--- config.mk ---
export PLATFORM = sky130hd
export DESIGN_NAME = hgw_reg2apb_flat
export DESIGN_NICKNAME = d
export VERILOG_FILES = /design/src/rtl/hgw_reg2apb_if.sv /design/src/rtl/hgw_reg2apb.sv /design/src/flat_wrapper.sv
export SDC_FILE = /design/constraint.sdc
export NUM_CORES = 1
export LEC_CHECK = 0
export ABC_AREA = 1
export BUFFER_PORTS_ARGS = -buffer_cell sky130_fd_sc_hd__clkbuf_2
export CAP_MARGIN = 10
export CORE_MARGIN = 5
export CORE_UTILIZATION = 25
export DETAILED_ROUTE_END_ITERATION = 6
export PLACE_DENSITY = 0.57
export SYNTH_ARGS = -nofsm -noshare
export SYNTH_HDL_FRONTEND = slang
export SYNTH_SLANG_ARGS = --single-unit
--- constraint.sdc ---
create_clock -name i_clk -period 3.4 [get_ports i_clk]
set_input_delay 0.34 -clock i_clk [delete_from_list [all_inputs] [get_ports i_clk]]
set_output_delay 0.34 -clock i_clk [all_outputs]
set_load 0.03 [all_outputs]
--- src/rtl/hgw_reg2apb_if.sv ---
// rtl/hgw_reg2apb_if.sv - request/response and APB3 bus bundle for hgw_reg2apb
interface hgw_reg2apb_if #(
  parameter int BW = 16
);
  // request channel
  logic          i_req_vld;
  logic          o_req_rdy;
  logic          i_req_write;
  logic [BW-1:0] i_req_addr;
  logic [31:0]   i_req_wdata;
  // response channel
  logic          o_rsp_vld;
  logic          i_rsp_rdy;
  logic [31:0]   o_rsp_rdata;
  logic          o_rsp_err;
  logic          o_rsp_timeout;
  // APB3 initiator side
  logic [BW-1:0] paddr;
  logic          psel;
  logic          penable;
  logic          pwrite;
  logic [31:0]   pwdata;
  logic [31:0]   prdata;
  logic          pready;
  logic          pslverr;

  // bridge view: accepts requests, returns responses, drives APB
  modport master (
    input  i_req_vld, i_req_write, i_req_addr, i_req_wdata, i_rsp_rdy,
    input  prdata, pready, pslverr,
    output o_req_rdy, o_rsp_vld, o_rsp_rdata, o_rsp_err, o_rsp_timeout,
    output paddr, psel, penable, pwrite, pwdata
  );

  // environment view: requester plus APB completer
  modport slave (
    output i_req_vld, i_req_write, i_req_addr, i_req_wdata, i_rsp_rdy,
    output prdata, pready, pslverr,
    input  o_req_rdy, o_rsp_vld, o_rsp_rdata, o_rsp_err, o_rsp_timeout,
    input  paddr, psel, penable, pwrite, pwdata
  );
endinterface

--- src/rtl/hgw_reg2apb.sv ---
// rtl/hgw_reg2apb.sv - APB3 initiator bridge for single-outstanding register requests
module hgw_reg2apb #(
  parameter int BW      = 16,
  parameter int TIMEOUT = 256
) (
  input  logic          i_clk,
  input  logic          i_rst,
  hgw_reg2apb_if.master bus
);

  // Wait counter only has to reach TIMEOUT-1; keep at least one bit so the
  // declaration stays legal when the timeout is disabled.
  localparam int CW_RAW = (TIMEOUT > 0) ? $clog2(TIMEOUT + 1) : 1;
  localparam int CW     = (CW_RAW < 1) ? 1 : CW_RAW;
  localparam bit TO_EN  = (TIMEOUT > 0);
  localparam logic [CW-1:0] WAIT_LAST = (TIMEOUT > 0) ? CW'(TIMEOUT - 1) : '0;

  typedef enum logic [1:0] {
    S_IDLE   = 2'd0,
    S_SETUP  = 2'd1,
    S_ACCESS = 2'd2,
    S_RESP   = 2'd3
  } state_t;

  state_t        state;
  logic [CW-1:0] wait_cnt;

  // Ready is a pure decode of IDLE, forced low while reset is held.
  assign bus.o_req_rdy = (state == S_IDLE) && !i_rst;

  // Transfer sequencer: APB outputs and response fields are all registered here.
  always_ff @(posedge i_clk or posedge i_rst) begin
    if (i_rst) begin
      state             <= S_IDLE;
      wait_cnt          <= '0;
      bus.paddr         <= '0;
      bus.psel          <= 1'b0;
      bus.penable       <= 1'b0;
      bus.pwrite        <= 1'b0;
      bus.pwdata        <= '0;
      bus.o_rsp_vld     <= 1'b0;
      bus.o_rsp_rdata   <= '0;
      bus.o_rsp_err     <= 1'b0;
      bus.o_rsp_timeout <= 1'b0;
    end else begin
      case (state)
        S_IDLE: begin
          // Request fields go straight into the APB registers so SETUP
          // already presents them; wdata is taken even for reads.
          if (bus.i_req_vld) begin
            bus.paddr  <= bus.i_req_addr;
            bus.pwrite <= bus.i_req_write;
            bus.pwdata <= bus.i_req_wdata;
            bus.psel   <= 1'b1;
            wait_cnt   <= '0;
            state      <= S_SETUP;
          end
        end

        S_SETUP: begin
          bus.penable <= 1'b1;
          state       <= S_ACCESS;
        end

        S_ACCESS: begin
          // pready has priority over the timeout when both land together.
          if (bus.pready) begin
            bus.psel          <= 1'b0;
            bus.penable       <= 1'b0;
            bus.o_rsp_vld     <= 1'b1;
            bus.o_rsp_err     <= bus.pslverr;
            bus.o_rsp_rdata   <= bus.pwrite ? 32'd0 : bus.prdata;
            bus.o_rsp_timeout <= 1'b0;
            state             <= S_RESP;
          end else if (TO_EN && (wait_cnt == WAIT_LAST)) begin
            bus.psel          <= 1'b0;
            bus.penable       <= 1'b0;
            bus.o_rsp_vld     <= 1'b1;
            bus.o_rsp_err     <= 1'b1;
            bus.o_rsp_rdata   <= 32'd0;
            bus.o_rsp_timeout <= 1'b1;
            state             <= S_RESP;
          end else begin
            wait_cnt <= wait_cnt + 1'b1;
          end
        end

        S_RESP: begin
          // Response fields hold until the consumer takes them.
          if (bus.i_rsp_rdy) begin
            bus.o_rsp_vld <= 1'b0;
            state         <= S_IDLE;
          end
        end

        default: state <= S_IDLE;
      endcase
    end
  end

endmodule

--- src/flat_wrapper.sv ---
// flat-port wrapper written by rule: the top's interface ports become plain ports
module hgw_reg2apb_flat 
#(
  parameter int BW      = 16,
  parameter int TIMEOUT = 256
)
  (i_clk, i_rst, bus_i_req_vld, bus_i_req_write, bus_i_req_addr, bus_i_req_wdata, bus_i_rsp_rdy, bus_prdata, bus_pready, bus_pslverr, bus_o_req_rdy, bus_o_rsp_vld, bus_o_rsp_rdata, bus_o_rsp_err, bus_o_rsp_timeout, bus_paddr, bus_psel, bus_penable, bus_pwrite, bus_pwdata);
  hgw_reg2apb_if #(.BW(BW)) bus_i ();
  input  logic i_clk;
  input  logic i_rst;
  input wire logic [$bits(bus_i.i_req_vld)-1:0] bus_i_req_vld;
  input wire logic [$bits(bus_i.i_req_write)-1:0] bus_i_req_write;
  input wire logic [$bits(bus_i.i_req_addr)-1:0] bus_i_req_addr;
  input wire logic [$bits(bus_i.i_req_wdata)-1:0] bus_i_req_wdata;
  input wire logic [$bits(bus_i.i_rsp_rdy)-1:0] bus_i_rsp_rdy;
  input wire logic [$bits(bus_i.prdata)-1:0] bus_prdata;
  input wire logic [$bits(bus_i.pready)-1:0] bus_pready;
  input wire logic [$bits(bus_i.pslverr)-1:0] bus_pslverr;
  output wire logic [$bits(bus_i.o_req_rdy)-1:0] bus_o_req_rdy;
  output wire logic [$bits(bus_i.o_rsp_vld)-1:0] bus_o_rsp_vld;
  output wire logic [$bits(bus_i.o_rsp_rdata)-1:0] bus_o_rsp_rdata;
  output wire logic [$bits(bus_i.o_rsp_err)-1:0] bus_o_rsp_err;
  output wire logic [$bits(bus_i.o_rsp_timeout)-1:0] bus_o_rsp_timeout;
  output wire logic [$bits(bus_i.paddr)-1:0] bus_paddr;
  output wire logic [$bits(bus_i.psel)-1:0] bus_psel;
  output wire logic [$bits(bus_i.penable)-1:0] bus_penable;
  output wire logic [$bits(bus_i.pwrite)-1:0] bus_pwrite;
  output wire logic [$bits(bus_i.pwdata)-1:0] bus_pwdata;
  assign bus_i.i_req_vld = bus_i_req_vld;
  assign bus_i.i_req_write = bus_i_req_write;
  assign bus_i.i_req_addr = bus_i_req_addr;
  assign bus_i.i_req_wdata = bus_i_req_wdata;
  assign bus_i.i_rsp_rdy = bus_i_rsp_rdy;
  assign bus_i.prdata = bus_prdata;
  assign bus_i.pready = bus_pready;
  assign bus_i.pslverr = bus_pslverr;
  assign bus_o_req_rdy = bus_i.o_req_rdy;
  assign bus_o_rsp_vld = bus_i.o_rsp_vld;
  assign bus_o_rsp_rdata = bus_i.o_rsp_rdata;
  assign bus_o_rsp_err = bus_i.o_rsp_err;
  assign bus_o_rsp_timeout = bus_i.o_rsp_timeout;
  assign bus_paddr = bus_i.paddr;
  assign bus_psel = bus_i.psel;
  assign bus_penable = bus_i.penable;
  assign bus_pwrite = bus_i.pwrite;
  assign bus_pwdata = bus_i.pwdata;
  hgw_reg2apb #(.BW(BW), .TIMEOUT(TIMEOUT)) u_core (.i_clk(i_clk), .i_rst(i_rst), .bus(bus_i));
endmodule
**Yosys cells after proc, flatten, opt, wreduce, memory -nomap -nowiden**

Index checks and enable logic that the tools add are counted.

- Register bits: 97
- Latch bits: 0
- Memory bits (writable): 0
- ROM bits: 0
- Bits of input ports: 87
- Logic and storage cells: 58
- Memories kept: 0

- $add $sub $neg: 1
- Multiply operators: 0
- Div/mod/pow operators: 0
- Magnitude comparators: 0
- Equality and inequality tests: 9
- Shift-type cells: 0
- Multiplexer cells: 23
- Bitwise logic cells: 0
- Reduce and logical (&&, ||, !) cells: 14

Operators by type and width:

| operator | number |
|---|---|
| 32-bit 2-to-1 mux | 3 |
| 9-bit 2-to-1 mux | 3 |
| 9-bit one-hot mux with 2 select lines | 1 |
| 9-bit by 1-bit adder with 9-bit output (second input constant) | 1 |
| 9-bit by 8-bit == test with 1-bit output (second input constant) | 1 |
| 3-bit AND reduction | 3 |
| 1-bit 2-to-1 mux | 8 |
| 2-bit 2-to-1 mux | 4 |
| 2-bit inequality test (second input constant) | 4 |
| 2-bit one-hot mux with 4 select lines | 1 |
| 2-bit nonzero test | 4 |
| 1-bit one-hot mux with 2 select lines | 3 |
| 2-bit AND reduction | 3 |
| 2-bit == test (second input constant) | 2 |
| 4-bit AND reduction | 1 |
| 3-bit by 2-bit inequality test with 1-bit output (second input constant) | 1 |
| 2-bit by 1-bit == test with 1-bit output (second input constant) | 1 |
| 2-bit logical NOT | 1 |
| 1-bit logical AND | 1 |
| 1-bit logical NOT | 1 |

**Logic depth before layout (Yosys ltp)**

Gate-level depths: netlist of the first run.

- Depth in word-level cells: 4
- Gate-level depth with buffers: 13
- Depth with buffers taken out: 13

**Worst setup path before layout of the first run**

No wires, ideal clock.

- Path kind: register to register
- Start point: register u_core.wait_cnt[0]
- End point: register u_core.bus.o_rsp_rdata[0]
- Arrival: 1.546 ns
- Required time: 3.279 ns
- Setup slack: 1.733 ns
- Cell stages (with the launch flop): 13
- Cells stage by stage: dfrtp_1 ha_1 inv_1 nor2_1 nand2_1 nor2_1 ha_1 nand2_1 nand2_2 inv_4 buf_6 nand2_1 o21ai_1

- Longest elaborated chain between the ends: 3

Ends and longest elaborated chain:

| what | RTL line | source |
|---|---|---|
| start, declared | hgw_reg2apb.sv:26 | `logic [CW-1:0] wait_cnt;` |
| start signal, assigned | hgw_reg2apb.sv:84 | `wait_cnt <= wait_cnt + 1'b1;` |
| 9-bit by 8-bit == test with 1-bit output | hgw_reg2apb.sv:75 | `end else if (TO_EN && (wait_cnt == WAIT_LAST)) begin` |
| 2-bit nonzero test (no source line) | -- |  |
| 2-bit AND reduction (no source line) | -- |  |
| end signal, assigned | hgw_reg2apb.sv:72 | `bus.o_rsp_rdata <= bus.pwrite ? 32'd0 : bus.prdata;` |
| end, declared | hgw_reg2apb_if.sv:31 | `output o_req_rdy, o_rsp_vld, o_rsp_rdata, o_rsp_err, o_rsp_timeout,` |

Every way passes these cells.
A chain may end at the register's enable or synchronous reset.

**Worst setup path in the final report of the first run**

- Start point: register u_core.wait_cnt[0]
- End point: register u_core.wait_cnt[6]

- Longest elaborated chain between the ends: 4
- Elaborated cells between the ends (all ways): 7

Ends and longest elaborated chain:

| what | RTL line | source |
|---|---|---|
| 9-bit by 1-bit adder with 9-bit output | hgw_reg2apb.sv:84 |  |
| 9-bit 2-to-1 mux | hgw_reg2apb.sv:75 |  |
| 9-bit 2-to-1 mux | hgw_reg2apb.sv:67 | `if (bus.pready) begin` |
| 9-bit one-hot mux with 2 select lines | hgw_reg2apb.sv:46 | `case (state)` |

Several ways; a longest one is shown, not always the timed one. The select of a mux whose other input is x is not followed.

==> run metrics, run 1 <==
status finished clean; Final Hold Fails 0; Chip Height 137 um; Worst EP required 3.63 ns; Leakage 3.05 nW; Worst-path clk slew 0.07 ns; Total Routed Length 10300 um; Die Area 18700 sq um; max-cap violations 0; most frequent cell after synthesis nand2_1; fillers 1674; Post-synth ARST share 1.00; nets 721; RSZ-0062 raised after global routing no; dpl ws 1.35 ns; Synth area leaders dfrtp_1 61%, nand2_1 19%, inv_1 4.6%; Post-Syn Instances 459; GRT Resource Usage Total 0.110; syn avg cell area 8.73 sq um; H-tree levels 3; top_reg_cell synth dfrtp_1; final worst-path cycle share 0.591; relative max-transition margin 0.341; hpwl dp 7330 um; Setup crit start kind register; Synth Area in XOR/XNOR 0; die width 137 um; Synth cell types 25; area share of fa/ha/maj cells after synthesis 0.0156; initial antenna violation count 0; cell taking the most area after synthesis dfrtp_1; CTS tree done; Core Region 15800 sq um; Final Cell Area 5340 sq um; Mapped Area 4010 sq um; drt pass-1 iters 4; worst-margin pin slew 0.989 ns; Power Density 1000 nW/um^2; mux contribution to synthesized area 0; hold_ws 0.188 ns; clock sink total 97; Critical Path AT 2.24 ns; sequential share of the synthesized area 0.605; Detailed Route Iter0 Violations 74; Setup Crit Path Kind register to register; post-cts sizing count 0; Post-synth top cells 205 x nand2_1, 97 x dfrtp_1, 49 x inv_1; routability cong. 0.716; Register Area 2430 sq um; syn nets 551; vias per cell 3.96; critical path startpoint u_core.wait_cnt[0]; top cell type's share of synthesized area 0.605; largest family of logic cells by synthesized area simple AND/OR/NAND/NOR gates; layout cells sized above 1 0.322; VDD IR-drop max 0.393 mV; Ys Warns 0; Crit Path Max Fanout 37; Placed Cells incl. Taps 834; clk buf depth 2; multi-input gate area in the final layout 1280 sq um; final cell count without fillers 850; maximum clock rate 0.498 GHz; largest net degree at the start of global routing 81; Tmin final 2.01 ns; global route overflow 0; cts bufs inserted 9; Cell Area, Placed 5060 sq um; Final ANT Viol Nets 0; Row Count 46; vias in the first global route 3245; Routed WL per cell 12.1 um; first-pass GRT wire length 16200 um; type of element capturing the critical path register; Vias 3369; hold buffers post-CTS 0; Yosys reg bits 97; Worst Min Path Start bus_i_req_wdata[30]; postcts setup bufs 0; Port Buffer Count 173; setup ws final 1.39 ns; # setup viols final 0; compound-cell area share of the yosys netlist 0.0665; fin. max-slew vios 0; clock root cell clkbuf_16; Worst Hold Class input pin to register; DRC Markers 0; worst skew pair latency 0.34 ns; num ports 174; Area growth, synth to finish 33.1%; Post-synth EDFFs 0; Clock Skews 0.00529 ns; # diodes 0; Sum Neg Setup Slack 0 ns; R2R Path Start u_core.wait_cnt[0]; Post-Synth Simple-Gate Area 0.237; starting density of the core 0.253
-- area by class of cell --
cell class / count / share of cell area
timing repair buffer: 176 / 0.167
multi-input combinational: 294 / 0.240
clock inverter: 6 / 0.00844
tap: 216 / 0.0507
inverter: 51 / 0.0368
sequential: 97 / 0.455
clock buffer: 10 / 0.0429
-- final timing paths --
path / endpoint / slack, ns / cells after the start
max: u_core.wait_cnt[6] / 1.39 / 12
min: u_core.bus.pwdata[30] / 0.19 / 3
max reg2reg: u_core.wait_cnt[6] / 1.39 / 12
min reg2reg: u_core.bus.psel / 0.48 / 2
max in group asynchronous: u_core.bus.o_rsp_rdata[9] / 2.36 / 3
min in group asynchronous: u_core.bus.paddr[5] / 0.25 / 2
-- worst max-delay path, stage by stage (launching register included) --
cell     delay, ns
dfrtp_1       0.41
ha_1          0.23
inv_1         0.08
nor2_1        0.07
nand2_1       0.08
nor2_1        0.04
ha_1          0.18
nand2_1       0.09
nand2_2       0.10
inv_4         0.30
nand2_4       0.14
a21oi_1       0.14
a21oi_1       0.05
-- stage by stage --
stage	util	total power [mW]
global route	0.337	5.73
finish	0.337	5.34
CTS	0.337	5.44
detailed placement	0.320	4.47
global placement	0.320	4.45
floorplan	-	3.70
-- power breakdown --
| group | switching [mW] | internal (mW) | total, mW |
|---|---|---|---|
| Clock | 0.444 | 0.498 | 0.941 |
| Combinational | 1.80 | 0.674 | 2.47 |
| Sequential | 0.278 | 1.65 | 1.93 |
-- metal layers --
metal / vias up / track usage / share of wire
li1: 1737 / - / -
met1: 1493 / 0.146 / 0.46
met2: 129 / 0.163 / 0.44
met3: 10 / 0.0368 / 0.093
met4: 0 / 0.0470 / 0.014
met5: - / 0 / 0
-- cells by family after synthesis --
family                     Yosys count
AOI/OAI and AO/OA                   51
adders and majority gates            5
buffers and inverters               68
DFF                                 97
and+or+nand+nor                    238
-- state kept, by name, summed over array words and instances (netlist names) --
signal,cells
u_core.bus.psel,1
u_core.bus.o_rsp_rdata,32
u_core.bus.o_rsp_err,1
u_core.bus.o_rsp_timeout,1
u_core.bus.penable,1
u_core.bus.paddr,16
u_core.wait_cnt,9
u_core.bus.pwdata,32
u_core.bus.o_rsp_vld,1
u_core.bus.pwrite,1
u_core.state,2
-- layout by cell type, fill, tap and decap left out, types with 2 or more instances in the layout --
master,count
nor2_1,12
clkbuf_2,173
nand2_4,2
nand3_1,9
clkinv_4,2
a21oi_1,4
nand2_1,205
o21ai_0,7
o21ai_1,36
nand4_1,2
ha_1,5
clkbuf_16,9
inv_4,2
inv_1,48
dfrtp_1,97
clkinvlp_4,3
buf_4,3
nand2_2,3
or2_2,3
(Power assumes the default switching activity.)
==> run 2: changes to the inputs <==
- clock period: 3.4 -> 1.89 ns (I/O delays scaled with it)
==> run 2 against run 1 <==
The flow now finishes with violations (hold timing). Core utilization grew 1.2 points. Setup slack worse by 1.3 ns. Clock power rose by 85%. Design area grew 3.7%. Largest cell class unchanged.
==> run metrics, run 2 (synthesis gave the netlist of run 1 again) <==
Area growth, synth to finish 38.0%; GRT Resource Usage Total 0.115 (+0.00521); max-cap violations 0 (unchanged); cts bufs inserted 9 (unchanged); die width 137 um (unchanged); critical path startpoint u_core.wait_cnt[1]; type of element capturing the critical path register; Setup Crit Path Kind register to register; Final Cell Area 5530 sq um (+3.7%); final worst-path cycle share 0.949 (+0.359); Chip Height 137 um (unchanged); setup ws final 0.0957 ns (-1.30 ns); Clock Skews 0.00655 ns (+0.00126 ns); initial antenna violation count 0 (unchanged); Routed WL per cell 12.6 um (+4.8%); most frequent cells in the layout 204 x nand2_1, 173 x clkbuf_2, 97 x dfrtp_1, 48 x inv_1, 36 x o21ai_1; worst-margin pin slew 0.533 ns (-0.456 ns); Cell Area, Placed 5150 sq um (+1.7%); vias in the first global route 3450 (+6.3%); Die Area 18700 sq um (unchanged); first-pass GRT wire length 16900 um (+4.3%); depth of the most critical reg-to-reg path 12 (unchanged); Worst Hold Class input pin to asynchronous set/reset pin; num ports 174 (unchanged); Tmin final 1.79 ns (-0.214 ns); VDD IR-drop max 0.727 mV (+85%); Vias 3454 (+2.5%); Final ANT Viol Nets 0 (unchanged); Final Hold Fails 2 (+2); flop-to-flop setup slack 0.1 ns (-1.30 ns); hold_ws -0.00611 ns (-0.194 ns); routability cong. 0.801 (+12%); dpl ws 0.0670 ns (-1.28 ns); failing checks hold timing; fin. max-slew vios 0 (unchanged); relative max-transition margin 0.645 (+0.304); DRC Markers 0 (unchanged); nets 735 (+1.9%); Port Buffer Count 173 (unchanged); Power Density 1790 nW/um^2 (+78%); H-tree levels 3 (unchanged); layout cells sized above 1 0.344 (+0.0224); # setup viols final 0 (unchanged); post-layout util 0.350 (+0.0125); Row Count 46 (unchanged); Total Routed Length 10900 um (+6.6%); CTS tree done; clock root cell clkbuf_16; clk buf depth 2 (unchanged); Worst-path clk slew 0.07 ns (about the same); Crit Path Max Fanout 9 (-76%); total power 9.88 mW (+85%); Setup crit start kind register; RSZ-0062 raised after global routing yes; starting density of the core 0.253 (unchanged); Worst EP required 2.10 ns (-1.53 ns); status finished, violations left; vias per cell 4.00 (+0.86%); biggest regs u_core.bus.o_rsp_rdata (32), u_core.bus.pwdata (32), u_core.bus.paddr (16); # diodes 0 (unchanged); Detailed Route Iter0 Violations 94 (+27%); largest net degree at the start of global routing 98 (+21%); Critical Path AT 2.00 ns (-0.24 ns); R2R Path Start u_core.wait_cnt[1]; drt pass-1 iters 4 (unchanged); maximum clock rate 0.557 GHz (+12%); Leakage 3.17 nW (+3.8%); worst skew pair latency 0.34 ns (about the same); Worst R2R End u_core.bus.o_rsp_rdata[28]; hpwl dp 7640 um (+4.3%); clock sink total 97 (unchanged); commonest non-fill, non-tap cell in the layout nand2_1; Core Region 15800 sq um (unchanged); global route overflow 0 (unchanged)
[run 2: worst max path at each step]
stage,to,slack [ns],cells past startpoint
after detailed placement,u_core.bus.o_rsp_rdata[31],0.07,12
after floorplan,u_core.bus.o_rsp_rdata[0],0.22,12
after global routing,u_core.bus.o_rsp_rdata[27],-0.05,12
after global placement,u_core.bus.o_rsp_rdata[3],0.08,12
after CTS,u_core.bus.o_rsp_rdata[31],0.04,12
final,u_core.bus.o_rsp_rdata[28],0.1,12
[run 2: worst max-delay path, cell delays in order, from the launching register on]
cell       delay (ns)
dfrtp_1          0.39
ha_2             0.20
inv_1            0.06
nor2_2           0.09
nand2_1          0.08
nor2_1           0.12
ha_2             0.19
nand2_2          0.08
nand2_4          0.13
inv_8            0.06
clkbuf_16        0.16
nand2_1          0.05
o21ai_1          0.06
[run 2: area by class of cell]
type	instances	area (sq um)
Timing Repair Buffer	190	1060
Fill cell	1670	10300
Sequential cell	97	2430
Clock buffer	11	253
Inverter	51	203
Tap cell	216	270
Multi-Input combinational cell	294	1290
Clock inverter	5	28.8
[run 2: per-layer routing]
metal  share of wire  vias to the layer above  wire length [um]  global-route usage
met5               0                        -                 0                   0
li1                -                     1770                 -                   -
met1            0.45                     1547              4960               0.148
met2            0.42                      126              4550               0.169
met3            0.11                       11              1220              0.0485
met4           0.017                        0               187              0.0487
[run 2: through the flow]
stage / instances / setup TNS (ns)
final: 864 / 0
after global routing: 864 / -1.37
after CTS: 858 / 0
after detailed placement: 842 / 0
after global placement: 842 / 0
after floorplan: 459 / 0
[run 2: what timing repair did]
| item | CTS | global route |
|---|---|---|
| setup buffers | 0 | 3 |
| setup endpoints to repair | 0 | 40 |
| gates resized for setup | 0 | 7 |
| hold buffers | 0 | 0 |
[run 2: power by group]
group / internal (mW) / total [mW] / switching (mW)
clock: 0.960 / 1.74 / 0.778
combinational: 1.37 / 4.67 / 3.30
sequential: 2.97 / 3.48 / 0.503
total: 5.30 / 9.88 / 4.58
